`src/rtl/pipeline_hazard_ctrl.sv`:
```
// pipeline_hazard_ctrl
// Sequencing controller for a 5-stage RV32 pipeline.
// - A small scoreboard records the destination registers of instructions
//   that are ahead of ID and have not yet written back.
// - Read-after-write hazards are detected at ID. On a hazard the PC and
//   IF/ID are held and a bubble goes into ID/EX.
// - A taken branch or jump resolved in EX squashes the wrong path for
//   1 + FLUSH_CYCLES cycles.
//
// Ports:
//   CLK           clock, rising edge
//   rst           synchronous, active-low reset
//   id_valid      IF/ID holds a real instruction
//   id_rs1/rs2    source indices of the ID instruction
//   id_use_rs1/2  the ID instruction actually reads that source
//   id_rd         destination index of the ID instruction
//   id_reg_write  the ID instruction writes id_rd
//   ex_redirect   taken branch/jump resolved in EX this cycle
//   stall_if      hold PC and IF/ID
//   flush_ifid    clear IF/ID at the next edge
//   bubble_idex   load NOP control into ID/EX at the next edge
//   issue         ID instruction advances into ID/EX at the next edge
//   state         0 = RUN, 1 = STALL, 2 = FLUSH
//   stall_count   saturating count of hazard-stall cycles
//   flush_count   saturating count of flush cycles (redirect cycles included)
module pipeline_hazard_ctrl #(
  parameter int ADDR_WIDTH   = 5,
  parameter int DEPTH        = 2,
  parameter int FLUSH_CYCLES = 1
) (
  input  logic                  CLK,
  input  logic                  rst,
  input  logic                  id_valid,
  input  logic [ADDR_WIDTH-1:0] id_rs1,
  input  logic [ADDR_WIDTH-1:0] id_rs2,
  input  logic                  id_use_rs1,
  input  logic                  id_use_rs2,
  input  logic [ADDR_WIDTH-1:0] id_rd,
  input  logic                  id_reg_write,
  input  logic                  ex_redirect,
  output logic                  stall_if,
  output logic                  flush_ifid,
  output logic                  bubble_idex,
  output logic                  issue,
  output logic [1:0]            state,
  output logic [15:0]           stall_count,
  output logic [15:0]           flush_count
);

  typedef enum logic [1:0] {
    ST_RUN   = 2'd0,
    ST_STALL = 2'd1,
    ST_FLUSH = 2'd2
  } state_t;

  localparam logic [3:0]            FLUSH_LOAD = 4'(FLUSH_CYCLES);
  localparam logic [15:0]           CNT_MAX    = 16'hFFFF;
  localparam logic [ADDR_WIDTH-1:0] REG_X0     = {ADDR_WIDTH{1'b0}};

  state_t                state_r;
  state_t                state_nxt_s;
  logic [3:0]            fcnt_r;
  logic [3:0]            fcnt_nxt_s;
  logic [DEPTH-1:0]      slot_valid_r;
  logic [ADDR_WIDTH-1:0] slot_rd_r [DEPTH];
  logic [15:0]           stall_count_r;
  logic [15:0]           flush_count_r;

  logic match_rs1_s;
  logic match_rs2_s;
  logic hazard_s;
  logic stall_if_s;
  logic flush_ifid_s;
  logic bubble_idex_s;
  logic issue_s;

  // Scoreboard lookup: does any in-flight valid slot target rs1 / rs2.
  always_comb begin
    match_rs1_s = 1'b0;
    match_rs2_s = 1'b0;
    for (int i = 0; i < DEPTH; i++) begin
      match_rs1_s = match_rs1_s | (slot_valid_r[i] & (slot_rd_r[i] == id_rs1));
      match_rs2_s = match_rs2_s | (slot_valid_r[i] & (slot_rd_r[i] == id_rs2));
    end
  end

  // x0 is hard-wired to zero, so reading it can never depend on a producer.
  assign hazard_s = id_valid &
                    ((id_use_rs1 & (id_rs1 != REG_X0) & match_rs1_s) |
                     (id_use_rs2 & (id_rs2 != REG_X0) & match_rs2_s));

  // Next-state and control outputs; redirect beats hazard beats issue.
  always_comb begin
    state_nxt_s   = state_r;
    fcnt_nxt_s    = fcnt_r;
    stall_if_s    = 1'b0;
    flush_ifid_s  = 1'b0;
    bubble_idex_s = 1'b0;
    issue_s       = 1'b0;
    if (!rst) begin
      // Outputs stay quiet during reset so no register sees a stray squash.
      state_nxt_s = ST_RUN;
      fcnt_nxt_s  = 4'd0;
    end else if (ex_redirect) begin
      flush_ifid_s  = 1'b1;
      bubble_idex_s = 1'b1;
      if (FLUSH_LOAD == 4'd0) begin
        state_nxt_s = ST_RUN;
        fcnt_nxt_s  = 4'd0;
      end else begin
        state_nxt_s = ST_FLUSH;
        fcnt_nxt_s  = FLUSH_LOAD;
      end
    end else begin
      case (state_r)
        ST_RUN, ST_STALL: begin
          if (hazard_s) begin
            stall_if_s    = 1'b1;
            bubble_idex_s = 1'b1;
            state_nxt_s   = ST_STALL;
          end else begin
            issue_s     = id_valid;
            state_nxt_s = ST_RUN;
          end
        end
        ST_FLUSH: begin
          // Wrong-path squash; hazards are irrelevant for squashed slots.
          flush_ifid_s  = 1'b1;
          bubble_idex_s = 1'b1;
          if (fcnt_r <= 4'd1) begin
            state_nxt_s = ST_RUN;
            fcnt_nxt_s  = 4'd0;
          end else begin
            fcnt_nxt_s = fcnt_r - 4'd1;
          end
        end
        default: begin
          state_nxt_s = ST_RUN;
          fcnt_nxt_s  = 4'd0;
        end
      endcase
    end
  end

  // FSM state and flush down-counter.
  always_ff @(posedge CLK) begin
    if (!rst) begin
      state_r <= ST_RUN;
      fcnt_r  <= 4'd0;
    end else begin
      state_r <= state_nxt_s;
      fcnt_r  <= fcnt_nxt_s;
    end
  end

  // Scoreboard shift: slot 0 is EX; the last slot retires with the RF write.
  always_ff @(posedge CLK) begin
    if (!rst) begin
      slot_valid_r <= {DEPTH{1'b0}};
      for (int i = 0; i < DEPTH; i++) begin
        slot_rd_r[i] <= REG_X0;
      end
    end else begin
      // Bubbles, squashes and x0 writes enter as invalid slots.
      slot_valid_r[0] <= issue_s & id_reg_write & (id_rd != REG_X0);
      slot_rd_r[0]    <= id_rd;
      for (int i = 1; i < DEPTH; i++) begin
        slot_valid_r[i] <= slot_valid_r[i-1];
        slot_rd_r[i]    <= slot_rd_r[i-1];
      end
    end
  end

  // Saturating performance counters.
  always_ff @(posedge CLK) begin
    if (!rst) begin
      stall_count_r <= 16'd0;
      flush_count_r <= 16'd0;
    end else begin
      if (stall_if_s && (stall_count_r != CNT_MAX)) begin
        stall_count_r <= stall_count_r + 16'd1;
      end else begin
        stall_count_r <= stall_count_r;
      end
      if (flush_ifid_s && (flush_count_r != CNT_MAX)) begin
        flush_count_r <= flush_count_r + 16'd1;
      end else begin
        flush_count_r <= flush_count_r;
      end
    end
  end

  assign stall_if    = stall_if_s;
  assign flush_ifid  = flush_ifid_s;
  assign bubble_idex = bubble_idex_s;
  assign issue       = issue_s;
  assign state       = state_r;
  assign stall_count = stall_count_r;
  assign flush_count = flush_count_r;

endmodule

```
`config.mk`:
```
export PLATFORM = sky130hd
export DESIGN_NAME = pipeline_hazard_ctrl
export DESIGN_NICKNAME = d
export VERILOG_FILES = /design/src/rtl/pipeline_hazard_ctrl.sv
export SDC_FILE = /design/constraint.sdc
export NUM_CORES = 1
export LEC_CHECK = 0
export BUFFER_PORTS_ARGS = -buffer_cell sky130_fd_sc_hd__buf_4
export CAP_MARGIN = 20
export CORE_MARGIN = 8
export CORE_UTILIZATION = 40
export CTS_CLUSTER_SIZE = 30
export DETAILED_ROUTE_END_ITERATION = 12
export GPL_TIMING_DRIVEN = 0
export PLACE_DENSITY = 0.64
export RECOVER_POWER = 50
export SLEW_MARGIN = 20
export SYNTH_ARGS = -nofsm -noshare
export SYNTH_HDL_FRONTEND = slang
export SYNTH_SLANG_ARGS = --single-unit
export TNS_END_PERCENT = 1
```
`constraint.sdc`:
```
create_clock -name CLK -period 4.4 [get_ports CLK]
set_input_delay 0.66 -clock CLK [delete_from_list [all_inputs] [get_ports CLK]]
set_output_delay 0.66 -clock CLK [all_outputs]
set_load 0.01 [all_outputs]
```
==> flow_summary.json, run 1 <==
{
  "worstSetupEndpointType": "output pin",
  "synth-main-ff-cell": "dfxtp_1",
  "clock-root-buffer": "clkbuf_8",
  "drt_wl_total_um": 6240,
  "first_pass_iters": 4,
  "grt_pass1_wl_um": 10500,
  "post_cts_buffers": 0,
  "async_flop_share_pct": 0,
  "htreeDepth": 2,
  "cap_violations": 0,
  "place_congestion": 0.805,
  "cts.sinks": 50,
  "initial_core_util_pct": 41.0,
  "drc": 0,
  "synth_top_area_share_pct": 38.9,
  "fp.dieArea_mm2": 0.00926,
  "synth-seq-area-share_pct": 38.9,
  "io_pins": 60,
  "status": "finished, final reports clean",
  "hold_viol": 0,
  "powerDensity_mw_per_mm2": 264,
  "ys_ff_latch": 50,
  "rsz0062_at_grt": "false",
  "start_kind": "input pin",
  "mostFrequentLayoutCell": "dfxtp_1",
  "dp_hpwl_um": 4810,
  "nets": 385,
  "via_per_inst": 5.31,
  "p_leak_nw": 1.08,
  "dp_cells": 429,
  "ys_warn_count": 0,
  "fmax_mhz": 336,
  "grt_pass1_vias": 2236,
  "n_antenna_cell": 0,
  "post_drt_wl_per_cell_um": 14.3,
  "overflow": 0,
  "irDropWorstVdd_v": 0.000127,
  "post-route-min-period_ns": 2.98,
  "finalPower_mw": 0.807,
  "grtUsageTotal_pct": 14.2,
  "syn_area_mm2": 0.00257,
  "insertion_delay_ns": 0.30,
  "hold_buffers": 0,
  "crit_required_ns": 3.74,
  "antenna_left": 0,
  "drtIter0Drc": 82,
  "vias": 2317,
  "synth_top_area_cell": "dfxtp_1",
  "clk_pin_slew_ns": 0.09,
  "coreArea_mm2": 0.00628,
  "cp_max_fo": 10,
  "cts_buffers": 5,
  "drive_gt1_share_pct": 12.5,
  "syn_nets": 319,
  "finalCritPeriodShare_pct": 67.7,
  "cts_buffer_depth": 2,
  "cp.arrival_ns": 2.32,
  "io_buffers": 59,
  "skew_ns": 0.00890,
  "critPathKind": "in2out",
  "min_path_type": "reg2reg",
  "row_count": 29,
  "stdcell_count": 436,
  "areaGrowthSynthToFinish_pct": 19.0,
  "syn_inst": 293,
  "cts_tree": "yes",
  "die_w_um": 96.2,
  "die_h_um": 96.2,
  "synth_area_leaders": "dfxtp_1, xnor2_1, a21oi_1",
  "ys_types": 48,
  "synth-edff-count": 0,
  "worst_slew_pin_slew_ns": 0.666,
  "cts_resized": 0,
  "setup_violations": 0,
  "slew-limit-headroom_pct": 55.2,
  "slew_violations": 0,
  "antenna_found_initial": 0,
  "grt_start_max_net_pins": 14,
  "synth_area_per_cell_um2": 8.78,
  "final_cell_mix": "dfxtp_1, clkbuf_1, buf_4",
  "fin_setup_tns_ns": 0
}
sequential cells by signal (all words and copies together) (netlist names):
name and count:
state 2, fcnt_r 4, slot_valid_r 2, flush_count 16, stall_count 16, slot_rd_r 10
path summary, 6_finish.rpt:
path | end | from | cells past startpoint | slack, ns
worst max-delay path | stall_if | id_rs2[0] | 9 | 1.42
worst max register to register | stall_count[1]$_SDFFE_PN0P_ | stall_count[2]$_SDFFE_PN0P_ | 8 | 2.26
worst min register to register | stall_count[11]$_SDFFE_PN0P_ | stall_count[11]$_SDFFE_PN0P_ | 2 | 0.50
worst min-delay path | stall_count[11]$_SDFFE_PN0P_ | stall_count[11]$_SDFFE_PN0P_ | 2 | 0.50
power by group:
part	internal (mW)	switching (mW)	total [mW]
Combinational	0.0410	0.0417	0.0827
Sequential	0.461	0.00971	0.471
Clock	0.110	0.144	0.254
Total	0.612	0.195	0.807
area by class of cell:
class                           instances  area (µm²)
Fill cell                             649        3220
Sequential cell                        50        1000
Timing Repair Buffer                   59         315
Multi-Input combinational cell        223        1470
Tap cell                               77        96.3
Buffer                                 11        71.3
Clock buffer                            7        76.3
Inverter                                9        33.8
per-layer routing:
metal | vias up | GRT usage, % | part of all wire, %
met5 | - | 0 | 0
met3 | 7 | 3.98 | 7.5
li1 | 1175 | - | -
met4 | 0 | 4.10 | 1.4
met1 | 1066 | 17.4 | 45
met2 | 69 | 23.5 | 47
cells in the mapped netlist (all sizes together), types with 4 or more instances:
master,count
clkbuf,6
nand4,13
o31ai,10
mux2i,4
dfxtp,50
a21oi,21
xor2,7
and3,4
buf,5
xnor2,24
or3,10
or4,10
nor2,21
and2,13
ha,4
nor3b,4
o21ai,11
nand2,27
nand3,11
nor3,5
inv,9
worst max-delay path, cell delays in order:
cell and delay, ns:
buf_4 0.13, or4_1 0.54, o21a_1 0.21, nor2b_4 0.14, a22oi_4 0.14, buf_6 0.17
buf_6 0.15, inv_2 0.05, buf_4 0.13
cell families after synthesis:
family	after synthesis	share of synthesized area, %
and+or+nand+nor	130	29.4
AOI/OAI and AO/OA	54	13.6
DFF	50	38.9
xor gates and xnor gates	31	10.5
buffers and inverters	20	4.08
muxes	4	1.56
adders and majority gates	4	1.94
metrics by stage:
stage | instance area [µm²] | hold WS, ns | utilization [%] | worst slack (ns)
after floorplan | 2570 | 0.452 | - | 1.84
after global placement | 3110 | 0.472 | 49.6 | 1.46
after detailed placement | 3110 | 0.478 | 49.6 | 1.41
after CTS | 3190 | 0.502 | 50.8 | 1.41
after global routing | 3060 | 0.511 | 48.8 | 1.33
final | 3060 | 0.498 | 48.8 | 1.42
Power figures use the tool's default switching activity.
==> run 2: changes to the inputs <==
ABC_AREA = 1   (was default)
PLACE_DENSITY = 0.63   (was 0.64)
clock period = 3 ns   (was 4.4 ns; I/O delays follow)
==> run 2 against run 1 <==
Effect of this change: worst hold slack worse by 0.16 ns; sequential share of layout area shrank 3.8 points; synthesized area rose by 14%; clock power grew 64%; power is 53% higher; wire length up 17%; count of clock-buffer cells in the layout is 1 lower; cell count grew 42%; combinational power increased by 57%; core utilization down 0.49 points.
==> flow_summary.json, run 2 <==
{
  "status": "finished, final reports clean",
  "syn_inst": 453,
  "ys_ff_latch": 50,
  "ys_warn_count": 0,
  "cts_tree": "yes",
  "insertion_delay_ns": 0.31,
  "cts.sinks": 50,
  "slew_violations": 0,
  "ys_types": 32,
  "syn_area_mm2": 0.00293,
  "min_path_type": "in2reg",
  "worstSetupEndpointType": "output pin",
  "synth-seq-area-share_pct": 34.2,
  "grtUsageTotal_pct": 14.6,
  "drc": 0,
  "min_from": "id_rd[1]",
  "hold_buffers": 0,
  "grt_pass1_wl_um": 12300,
  "finalCritPeriodShare_pct": 77.9,
  "fin_setup_tns_ns": 0,
  "nets": 545,
  "finalInstanceArea_mm2": 0.00346,
  "critPathBufInv": 2,
  "row_count": 31,
  "fillerInstances": 800,
  "placed_cell_area_mm2": 0.00350,
  "clk_pin_slew_ns": 0.09,
  "grt_start_max_net_pins": 16,
  "grt_pass1_vias": 2738,
  "synth-edff-count": 0,
  "finalPower_mw": 1.23,
  "drtIter0Drc": 124,
  "cts_buffers": 5,
  "cts_resized": 0,
  "post_drt_wl_per_cell_um": 11.8,
  "via_per_inst": 4.73,
  "cap_violations": 0,
  "place_congestion": 0.849,
  "post-route-min-period_ns": 2.34,
  "io_pins": 60,
  "setup_violations": 0,
  "hold_viol": 0,
  "p_leak_nw": 1.48,
  "synth_area_per_cell_um2": 6.47,
  "antenna_found_initial": 0,
  "initial_core_util_pct": 40.8,
  "rsz0062_at_grt": "false",
  "cp.arrival_ns": 1.89,
  "n_antenna_cell": 0,
  "dp_hpwl_um": 5720,
  "irDropWorstVdd_v": 0.000196,
  "syn_nets": 479,
  "die_h_um": 102,
  "io_buffers": 59,
  "skew_ns": 0.00646,
  "crit_start": "slot_rd_r[0][1]$_SDFF_PN0_",
  "async_flop_share_pct": 0,
  "mostFrequentLayoutCell": "nand2_1",
  "antenna_left": 0,
  "fp.dieArea_mm2": 0.0103,
  "cts_buffer_depth": 2,
  "crit_top_cell": "nand2_1",
  "r2r_start": "stall_count[0]$_SDFFE_PN0P_",
  "slew-limit-headroom_pct": 53.9,
  "post_cts_buffers": 0,
  "synth-main-ff-cell": "dfxtp_1",
  "path_cells": "inv_1 -> nand2_1 -> nand2_1 -> nor2_1 -> nand3_1 -> nand2_1 -> nand2_1 -> nand2_2 -> nand3_1 -> o21bai_1 -> buf_4",
  "vias": 2929,
  "fmax_mhz": 428,
  "die_w_um": 102,
  "yosysMostFrequentCell": "nand2_1",
  "cp_max_fo": 9,
  "start_kind": "register",
  "netlist_top_cells_count": "nand2_1, inv_1, dfxtp_1, nor2_1, nand4_1",
  "path_delay_family": "simple AND/OR/NAND/NOR gates",
  "critPathKind": "reg2out",
  "synth_area_leaders": "dfxtp_1, nand2_1, inv_1",
  "drt_wl_total_um": 7310,
  "crit_required_ns": 2.55,
  "areaGrowthSynthToFinish_pct": 18.2,
  "worst_slew_pin_slew_ns": 0.692,
  "coreArea_mm2": 0.00718,
  "overflow": 0,
  "powerDensity_mw_per_mm2": 356,
  "synth_top_area_share_pct": 34.2,
  "clock-root-buffer": "clkbuf_8",
  "htreeDepth": 2,
  "first_pass_iters": 4,
  "slowest_delay_ns": 0.38,
  "cp_slowest_cell": "dfxtp_1",
  "final_cell_mix": "nand2_1, inv_1, dfxtp_1",
  "synth_top_area_cell": "dfxtp_1",
  "drive_gt1_share_pct": 13.5
}
==> run 2: cell types whose count changed in the layout (fill, tap and decap cells not counted), sizes merged, moves of 13 or more <==
cell | before | now
nand2 | 27 | 137
inv | 9 | 79
nor2 | 21 | 49
xnor2 | 24 | 5
and2 | 13 | 0
==> run 2: worst paths after layout <==
| path | endpoint | slack (ns) | cells past startpoint |
|---|---|---|---|
| setup / recovery | bubble_idex | 0.66 | 11 |
| hold / removal | slot_rd_r[0][1]$_SDFF_PN0_ | 0.34 | 3 |
| setup reg to reg | stall_count[10]$_SDFFE_PN0P_ | 1.02 | 9 |
| hold reg to reg | slot_rd_r[0][5]$_SDFF_PN0_ | 0.45 | 2 |
==> run 2: through the flow <==
stage / hold slack, ns / worst slack [ns] / utilization, % / instances
floorplan: 0.420 / 1.21 / - / 453
global placement: 0.435 / 0.849 / 48.7 / 611
detailed placement: 0.436 / 0.838 / 48.7 / 611
CTS: 0.324 / 0.637 / 50.1 / 619
global route: 0.336 / 0.392 / 48.3 / 619
finish: 0.336 / 0.663 / 48.3 / 619
==> run 2: metal layers <==
layer  GRT usage [%]  share of wire, %
met5               0                 0
met4            5.61               2.2
met3            3.78               5.0
met2            23.6                45
met1            18.2                48
==> run 2: report_power, final <==
part	internal (mW)	switching [mW]	total, mW
combinational	0.0512	0.0789	0.130
clock	0.186	0.231	0.416
sequential	0.676	0.0115	0.687
total	0.913	0.321	1.23
==> run 2: layout make-up <==
class | count | area [µm²] | area share (%)
Tap cell | 99 | 124 | 3.58
Timing Repair Buffer | 59 | 315 | 9.10
Inverter | 79 | 297 | 8.56
Clock inverter | 2 | 12.5 | 0.361
Multi-Input combinational cell | 315 | 1580 | 45.5
Buffer | 9 | 55.1 | 1.59
Clock buffer | 6 | 82.6 | 2.38
Sequential cell | 50 | 1000 | 28.9
==> run 2: cell families (layout without fill, tap and decap cells) <==
family	after synthesis	count (layout)	share of synthesized area [%]
DFF	50	50	34.2
xor gates and xnor gates	15	15	4.48
and+or+nand+nor	246	246	37.4
AOI/OAI and AO/OA	50	50	10.2
adders and majority gates	4	4	1.71
buffers and inverters	88	155	12.0
==> run 2: worst reg2reg max path, cell delays in order, from the launching register on <==
cell     delay (ns)
dfxtp_1        0.42
ha_1           0.23
nand2_2        0.09
nor3_4         0.30
nand2_2        0.13
nor2_2         0.11
nand2_2        0.12
buf_2          0.24
nand4_1        0.14
a21oi_2        0.06
==> run 3: changes to the inputs <==
PLACE_DENSITY = 0.66   (was 0.63)
clock period = 2.1 ns   (was 3 ns; I/O delays follow)
==> run 3 against run 2 <==
Effect of this change: via count down 0.17%; non-clock buffer count up 1; register-to-register slack worse by 0.83 ns; setup slack worse by 0.51 ns; critical path depth unchanged; count of clock-buffer cells in the layout unchanged; critical path type unchanged; largest cell class unchanged; largest power group unchanged.
==> flow_summary.json, run 3 (same netlist as run 2, synthesis figures left out) <==
{
  "status": "finished, final reports clean",
  "mostFrequentLayoutCell": "nand2_1",
  "fin_setup_tns_ns": 0,
  "cts_tree": "yes",
  "worstSetupEndpointType": "output pin",
  "coreArea_mm2": 0.00718,
  "start_kind": "register",
  "slew_violations": 0,
  "r2r_end": "stall_count[7]$_SDFFE_PN0P_",
  "power_switching_share_pct": 25.5,
  "drc": 0,
  "critPathKind": "reg2out",
  "finalCritPeriodShare_pct": 92.6,
  "finalPower_mw": 1.70,
  "drive_gt1_share_pct": 16.3,
  "nets": 546,
  "setup_violations": 0,
  "cts.sinks": 50,
  "grt_start_max_net_pins": 15,
  "skew_ns": 0.00778,
  "fmax_mhz": 514,
  "crit_start": "slot_rd_r[0][9]$_SDFF_PN0_",
  "switchingPower_mw": 0.434,
  "final_cell_mix": "nand2_1, inv_1, nor2_1",
  "overflow": 0,
  "clock-root-buffer": "clkbuf_8",
  "min_path_type": "in2reg",
  "grt_pass1_vias": 2824,
  "post_drt_wl_per_cell_um": 11.8,
  "place_congestion": 0.852,
  "clk_pin_slew_ns": 0.09,
  "r2r_slack_ns": 0.19,
  "setup_ws_ns": 0.155,
  "worstSetupEndpoint": "bubble_idex",
  "row_count": 31,
  "seq_power_share_pct": 57.7,
  "ff2ff_path_depth": 10,
  "vias": 2924,
  "insertion_delay_ns": 0.29,
  "crit_required_ns": 1.78,
  "cap_violations": 0,
  "io_buffers": 59,
  "finalInstanceArea_mm2": 0.00350,
  "fp.dieArea_mm2": 0.0103,
  "powerDensity_mw_per_mm2": 487,
  "first_pass_iters": 4,
  "grtUsageTotal_pct": 14.7,
  "dp_cells": 611,
  "dp_hpwl_um": 5870,
  "n_antenna_cell": 0,
  "drt_wl_total_um": 7330,
  "io_pins": 60,
  "htreeDepth": 2,
  "r2r_start": "stall_count[1]$_SDFFE_PN0P_",
  "die_w_um": 102,
  "via_per_inst": 4.72,
  "clockPowerShare_pct": 31.2,
  "irDropWorstVdd_v": 0.000287,
  "cts_buffer_depth": 2,
  "p_leak_nw": 1.50,
  "cts_buffers": 5,
  "initial_core_util_pct": 40.8,
  "power.internal_mw": 1.27,
  "antenna_found_initial": 0,
  "stdcell_count": 619,
  "post-route-min-period_ns": 1.94,
  "preCtsSetupSlack_ns": 0.157,
  "die_h_um": 102,
  "drtIter0Drc": 79,
  "cp.arrival_ns": 1.63,
  "slew-limit-headroom_pct": 51.3,
  "cp_max_fo": 3,
  "placed_cell_area_mm2": 0.00350,
  "grt_pass1_wl_um": 12600,
  "pwr-share-comb_pct": 11.1,
  "hold_viol": 0,
  "antenna_left": 0,
  "worst_slew_pin_slew_ns": 0.731,
  "rsz0062_at_grt": "false",
  "areaGrowthSynthToFinish_pct": 19.4
}
-- run 3: cell count changes in the layout (fill, tap and decap cells not counted), moves of 3 or more --
cell,change
dfxtp_2,+9
dfxtp_1,-9
buf_4,+5
clkbuf_1,-3
-- run 3: area by class of cell --
cell class,count,area [µm²]
tap,99,124
inverter,79,297
multi-input combinational,315,1590
sequential,50,1010
clock buffer,6,72.6
fill,766,3680
timing repair buffer,60,338
buffer,9,55.1
clock inverter,1,7.51
-- run 3: worst max-delay path, stage by stage, from the launching register on --
cell	delay, ns
dfxtp_2	0.34
inv_1	0.05
nand2_1	0.05
nand2_1	0.05
nor2_1	0.13
nand3_1	0.09
nand2_1	0.07
nand2_1	0.10
nand2_4	0.11
nand3_2	0.07
o21bai_1	0.14
buf_4	0.13
-- run 3: routing by layer --
metal  GRT usage [%]  routed length [µm]  up-vias
met1            17.6                3360     1275
met4            3.67                 103        0
met3            3.71                 498       14
li1                -                   -     1556
met2            25.3                3370       79
met5               0                   0        -
-- run 3: worst min-delay path by stage --
stage                               startpoint                         end  slack (ns)  cells after the start
detailed placement  slot_rd_r[0][0]$_SDFF_PN0_  slot_rd_r[0][5]$_SDFF_PN0_        0.44                      2
global route                          id_rd[0]  slot_rd_r[0][0]$_SDFF_PN0_        0.23                      3
CTS                                   id_rd[1]  slot_rd_r[0][1]$_SDFF_PN0_        0.21                      3
floorplan                             id_rd[0]  slot_rd_r[0][0]$_SDFF_PN0_        0.41                      2
global placement    slot_rd_r[0][0]$_SDFF_PN0_  slot_rd_r[0][5]$_SDFF_PN0_        0.43                      2
finish                                id_rd[3]  slot_rd_r[0][3]$_SDFF_PN0_        0.22                      3
-- run 3: timing repair --
item,in CTS,in global routing
hold buffers,0,0
gates cloned,0,0
endpoints found under the setup margin,2,12
hold endpoints to repair,0,0
gates resized for setup,1,12
buffers inserted,1,0
pin swaps,1,1
-- run 3: power groups by stage --
stage	Sequential, mW	Combinational, mW	Clock [mW]
after floorplan	1.00	0.108	0
after global placement	1.00	0.192	0
after detailed placement	1.00	0.194	0
after CTS	0.982	0.195	0.558
after global routing	0.987	0.218	0.587
final	0.983	0.190	0.531
-- run 3: per-stage QoR --
stage               util (%)  hold slack, ns
finish                  48.8           0.222
global route            48.8           0.229
CTS                     50.0           0.213
detailed placement      48.7           0.438
global placement        48.7           0.433
floorplan                  -           0.413
